$ cat src/rtl/alu_rs.sv
// ALU reservation station: holds dispatched ops until both operands are captured
// (at dispatch, by dispatch forwarding or by broadcast snoop), then issues the lowest ready index.
module alu_rs #(
  parameter int unsigned width = 32,
  parameter int unsigned size  = 8,
  parameter int unsigned tag_w = 4,
  parameter int unsigned op_w  = 3
) (
  input  logic                       clk,
  input  logic                       rst,
  input  logic                       flush,
  input  logic                       load_alu_rs,
  input  logic [op_w-1:0]            d_op,
  input  logic [tag_w-1:0]           d_tag,
  input  logic [width-1:0]           d_vj,
  input  logic [width-1:0]           d_vk,
  input  logic                       d_rj,
  input  logic                       d_rk,
  input  logic [tag_w-1:0]           d_qj,
  input  logic [tag_w-1:0]           d_qk,
  input  logic                       bcast_valid,
  input  logic [tag_w-1:0]           bcast_tag,
  input  logic [width-1:0]           bcast_data,
  output logic                       stall_alu,
  output logic                       issue_valid,
  output logic [op_w-1:0]            issue_op,
  output logic [width-1:0]           issue_a,
  output logic [width-1:0]           issue_b,
  output logic [tag_w-1:0]           issue_tag,
  input  logic                       issue_ready,
  output logic [$clog2(size+1)-1:0]  count
);
  localparam int unsigned cnt_w = $clog2(size + 1);
  localparam int unsigned idx_w = (size > 1) ? $clog2(size) : 1;

  logic [size-1:0]  ent_valid;
  logic [size-1:0]  ent_rj;
  logic [size-1:0]  ent_rk;
  logic [op_w-1:0]  ent_op  [size];
  logic [tag_w-1:0] ent_tag [size];
  logic [tag_w-1:0] ent_qj  [size];
  logic [tag_w-1:0] ent_qk  [size];
  logic [width-1:0] ent_vj  [size];
  logic [width-1:0] ent_vk  [size];

  logic [size-1:0]  ent_ready;
  logic [idx_w-1:0] sel_idx;
  logic [idx_w-1:0] free_idx;
  logic             disp_fire;
  logic             issue_fire;
  logic             fwd_j;
  logic             fwd_k;

  assign ent_ready  = ent_valid & ent_rj & ent_rk;
  assign stall_alu  = (count == cnt_w'(size));
  assign issue_valid = |ent_ready;
  assign disp_fire  = load_alu_rs && !stall_alu;
  assign issue_fire = issue_valid && issue_ready;
  assign fwd_j      = bcast_valid && !d_rj && (d_qj == bcast_tag);
  assign fwd_k      = bcast_valid && !d_rk && (d_qk == bcast_tag);

  // Descending scan so the lowest index wins both the issue select and the free search
  always_comb begin
    sel_idx  = '0;
    free_idx = '0;
    for (int i = int'(size) - 1; i >= 0; i--) begin
      if (ent_ready[i]) sel_idx = idx_w'(i);
      if (!ent_valid[i]) free_idx = idx_w'(i);
    end
  end

  assign issue_op  = issue_valid ? ent_op[sel_idx]  : '0;
  assign issue_a   = issue_valid ? ent_vj[sel_idx]  : '0;
  assign issue_b   = issue_valid ? ent_vk[sel_idx]  : '0;
  assign issue_tag = issue_valid ? ent_tag[sel_idx] : '0;

  // Entry storage, snoop, dispatch write, issue clear and occupancy count
  always_ff @(posedge clk or negedge rst) begin
    if (!rst) begin
      ent_valid <= '0;
      ent_rj    <= '0;
      ent_rk    <= '0;
      for (int i = 0; i < int'(size); i++) begin
        ent_op[i]  <= '0;
        ent_tag[i] <= '0;
        ent_qj[i]  <= '0;
        ent_qk[i]  <= '0;
        ent_vj[i]  <= '0;
        ent_vk[i]  <= '0;
      end
      count <= '0;
    end else if (flush) begin
      ent_valid <= '0;
      ent_rj    <= '0;
      ent_rk    <= '0;
      count     <= '0;
    end else begin
      if (bcast_valid) begin
        for (int i = 0; i < int'(size); i++) begin
          if (ent_valid[i] && !ent_rj[i] && (ent_qj[i] == bcast_tag)) begin
            ent_vj[i] <= bcast_data;
            ent_rj[i] <= 1'b1;
          end
          if (ent_valid[i] && !ent_rk[i] && (ent_qk[i] == bcast_tag)) begin
            ent_vk[i] <= bcast_data;
            ent_rk[i] <= 1'b1;
          end
        end
      end
      // The issued entry is ready, so the snoop above never touches it
      if (issue_fire) ent_valid[sel_idx] <= 1'b0;
      if (disp_fire) begin
        ent_valid[free_idx] <= 1'b1;
        ent_op[free_idx]    <= d_op;
        ent_tag[free_idx]   <= d_tag;
        ent_qj[free_idx]    <= d_qj;
        ent_qk[free_idx]    <= d_qk;
        ent_vj[free_idx]    <= fwd_j ? bcast_data : d_vj;
        ent_vk[free_idx]    <= fwd_k ? bcast_data : d_vk;
        ent_rj[free_idx]    <= d_rj | fwd_j;
        ent_rk[free_idx]    <= d_rk | fwd_k;
      end
      count <= count + cnt_w'(disp_fire) - cnt_w'(issue_fire);
    end
  end

endmodule

$ cat config.mk
export PLATFORM = sky130hd
export DESIGN_NAME = alu_rs
export DESIGN_NICKNAME = d
export VERILOG_FILES = /design/src/rtl/alu_rs.sv
export SDC_FILE = /design/constraint.sdc
export NUM_CORES = 2
export LEC_CHECK = 0
export ABC_AREA = 0
export ABC_CLOCK_PERIOD_IN_PS = 6400
export CAP_MARGIN = 40
export CORE_AREA = 2 2 222 245
export CTS_CLUSTER_SIZE = 16
export DETAILED_ROUTE_END_ITERATION = 6
export DIE_AREA = 0 0 224 247
export GPL_ROUTABILITY_DRIVEN = 0
export PLACE_DENSITY_LB_ADDON = 0.2
export SYNTH_ARGS = -nofsm -noshare
export SYNTH_HDL_FRONTEND = slang
export SYNTH_SLANG_ARGS = --single-unit
$ cat constraint.sdc
create_clock -name clk -period 6.4 [get_ports clk]
set_input_delay 0.96 -clock clk [delete_from_list [all_inputs] [get_ports clk]]
set_output_delay 0.96 -clock clk [all_outputs]
set_load 0.03 [all_outputs]
==> summary.txt <==
Layout
  – Most common cell after layout, fill and taps aside: dfrtp_1
  – Layout Nets: 3652
  – Area Overhead vs Synth: 15.0%
  – Core Util, Final: 0.736
  – Fillers: 3611
  – Most frequent cells in the layout: 660 x dfrtp_1, 340 x nor2_1, 334 x a21oi_1
  – Final non-filler cell total: 4261
  – Finished Cell Area: 0.0391 mm^2
  – Layout cell share with drive strength beyond 1: 0.134

Critical path
  – Max stage delay on crit path: 0.84 ns
  – Worst setup EP type: output port
  – CP bufs+invs: 2
  – Critical Path Source: ent_valid[4]$_DFF_PN0_
  – Slowest CP cell: buf_4
  – CP max FO: 73
  – Worst path arrival time: 4.68 ns
  – WS Path Type: reg2out
  – R2R setup slack: 2.11 ns
  – CP Cell Sequence: nand3_1, and2_4, buf_4, o21ai_0, nand3_1, nand3_1, a21oi_1, clkdlybuf4s50_1
  – Worst path top cell family by delay: buffers and inverters
  – Req. time, crit path: 5.44 ns
  – FF-to-FF End: count[2]$_DFF_PN0_
  – Startpoint types: flop
  – Most used cell, CP: nand3_1
  – R2R Path Start: ent_valid[6]$_DFF_PN0_
  – Worst Reg-to-Reg Cells: 12

Synthesis
  – #FFs+latches synth: 660
  – Mapped Avg Cell Area: 9.68 um^2
  – Ys Warns: 0
  – Synth area leader: dfrtp_1
  – Cells after Synth: 3514
  – Top cells by area, synth: dfrtp_1 49%, a21oi_1 5.0%, a221oi_1 5.0%
  – Async SR Flop Fraction: 1.00
  – Mapped Area: 0.0340 mm^2
  – Syn Nets: 3643
  – Synth top area share: 0.486
  – EDFF count, synth: 0
  – Sequential fraction of the synthesis area: 0.486
  – Count of cell types in the netlist: 71
  – Ys flop type: dfrtp_1

Timing
  – Setup ws final: 0.756 ns
  – Worst Hold Slack: 0.378 ns
  – Setup Viol. Count Final: 0
  – Fin crit share: 0.882
  – Slew Limit Fails: 0
  – Clock Skew: 0.0228 ns
  – Pin slew with the least headroom to its limit: 1.08 ns
  – Fmax: 177 MHz
  – Final hold violations: 0
  – Min Tclk post-route: 5.64 ns
  – TNS Setup: 0 ns
  – RSZ-0062 raised after global routing: no
  – Max-slew headroom: 0.279

Place
  – Placed Instance Area: 0.0367 mm^2
  – Inst Count DP: 4133
  – Pre-CTS WS: 1.74 ns
  – PortBufs: 199
  – Post-DP HPWL: 73900 um

Clock network
  – Skew-Pair Late Insertion Delay: 0.65 ns
  – Clock tree buffer depth: 3
  – CTS tree: done
  – CTS root buf: clkbuf_16
  – Post-CTS resize count: 0
  – CTS Hold Bufs: 0
  – Number of CTS-inserted buffers: 69
  – Reg clk slew, reported paths: 0.06 ns
  – Sink Count: 660
  – H-tree Lvls: 3
  – Postcts setup bufs: 0

Status
  – Violated checks: design-rule violations
  – Outcome: finished, violations left

Floorplanning
  – IO Count: 200
  – Die H: 247 um
  – Die W: 224 um
  – Row count: 89
  – Initial core utilization: 0.640
  – Die ar.: 0.0553 mm^2
  – Core Region: 0.0531 mm^2

Pwr
  – Final Power: 11.9 mW
  – Clk pwr share: 0.354
  – PD cells: 304 mW/mm^2
  – Max VDD drop: 243 uV
  – Switch share: 0.297
  – NetSw: 3.53 mW
  – Combinational share of power: 0.197
  – Internal power consumption: 8.37 mW
  – Leakage: 16.2 nW
  – Sequential Power Share: 0.450

Drt
  – Final ANT Viol Nets: 0
  – 1st-iter DRT viols: 5982
  – Final WL: 132000 um
  – Vias/cell: 7.79
  – Routed WL per cell: 30.9 um
  – Pre-antenna DRT Iters: 7
  – DRC errors left: 7
  – Vias: 33.2k

Global route
  – GR Util All Layers: 0.474
  – Initial antenna violation count: 5
  – Largest net degree at the start of global routing: 180
  – First-pass GRT wire length: 199000 um
  – GRT overflow: 0
  – Via count of the first global-routing pass: 33.8k

Flow run
  – Max cap viols: 0

Worst hold path
  – HP Class: in2async
## power groups by stage
stage	combinational (mW)	clock (mW)	sequential, mW
global route	2.53	4.38	5.42
detailed placement	2.27	0	5.40
CTS	2.30	4.18	5.33
floorplan	1.63	0	5.28
finish	2.34	4.21	5.35
global placement	2.15	0	5.34
## Yosys cell counts, drive strengths merged, types with 9 or more instances
cell      n
a211oi   11
nand3   306
a21oi   344
o21a     11
nand4    12
buf     130
o221a    31
o32ai    29
xor2     20
nor3     25
xnor2    51
and2      9
a221oi  193
nand2b   12
clkbuf  229
o22a    143
inv      13
nor2    406
o22ai   259
mux2    165
o21ai   155
dfrtp   660
nand2   244
## routing by layer
metal / GRT usage / vias to the layer above / part of all wire
met5: 0.0108 / - / 0.0012
met1: 0.586 / 15900 / 0.33
met2: 0.685 / 3225 / 0.42
met3: 0.184 / 940 / 0.16
met4: 0.326 / 8 / 0.081
li1: - / 13100 / -
## worst register-to-register path, stage by stage (launching register included)
cell	delay [ns]
dfrtp_1	0.49
and3_1	0.24
a31oi_4	0.25
buf_4	0.67
and3_4	0.95
inv_1	0.16
and2_1	0.21
ha_1	0.28
inv_1	0.05
ha_1	0.21
fa_1	0.44
xnor2_1	0.18
nor2_1	0.05
## cell families after synthesis
logic type / count (synthesis) / share of synthesized area
fa+ha+maj: 6 / 0.00243
flops: 660 / 0.486
simple gates: 1045 / 0.149
xor+xnor: 71 / 0.0183
mux: 169 / 0.0607
compound gates: 1191 / 0.236
buf+inv: 372 / 0.0486
## worst max path at each step
stage                     slack (ns)  depth (start not counted)                endpoint
after floorplan                 3.22                         12      count[1]$_DFF_PN0_
after global placement          1.73                          8  ent_vj[64]$_DFFE_PN0N_
after detailed placement        1.74                          8             issue_b[20]
after CTS                       1.05                          8             issue_b[20]
after global routing            0.66                          8             issue_b[23]
final                           0.76                          8             issue_b[23]
## state kept, by name, indices dropped and copies added (netlist names)
register / count
ent_vj: 256
ent_vk: 256
ent_qj: 32
ent_qk: 32
ent_tag: 32
ent_op: 24
ent_rj: 8
ent_rk: 8
ent_valid: 8
count: 4
## final cells by class
type	count	area [um^2]	area share
Clock buffer	98	2020	0.0516
Clock inverter	25	320	0.00819
Timing Repair Buffer	297	3220	0.0822
Sequential cell	660	16500	0.422
Tap cell	682	853	0.0218
Multi-Input combinational cell	2482	16100	0.412
Inverter	13	53.8	0.00138
Antenna cell	4	10.0	0.000256
(Power assumes the default switching activity.)
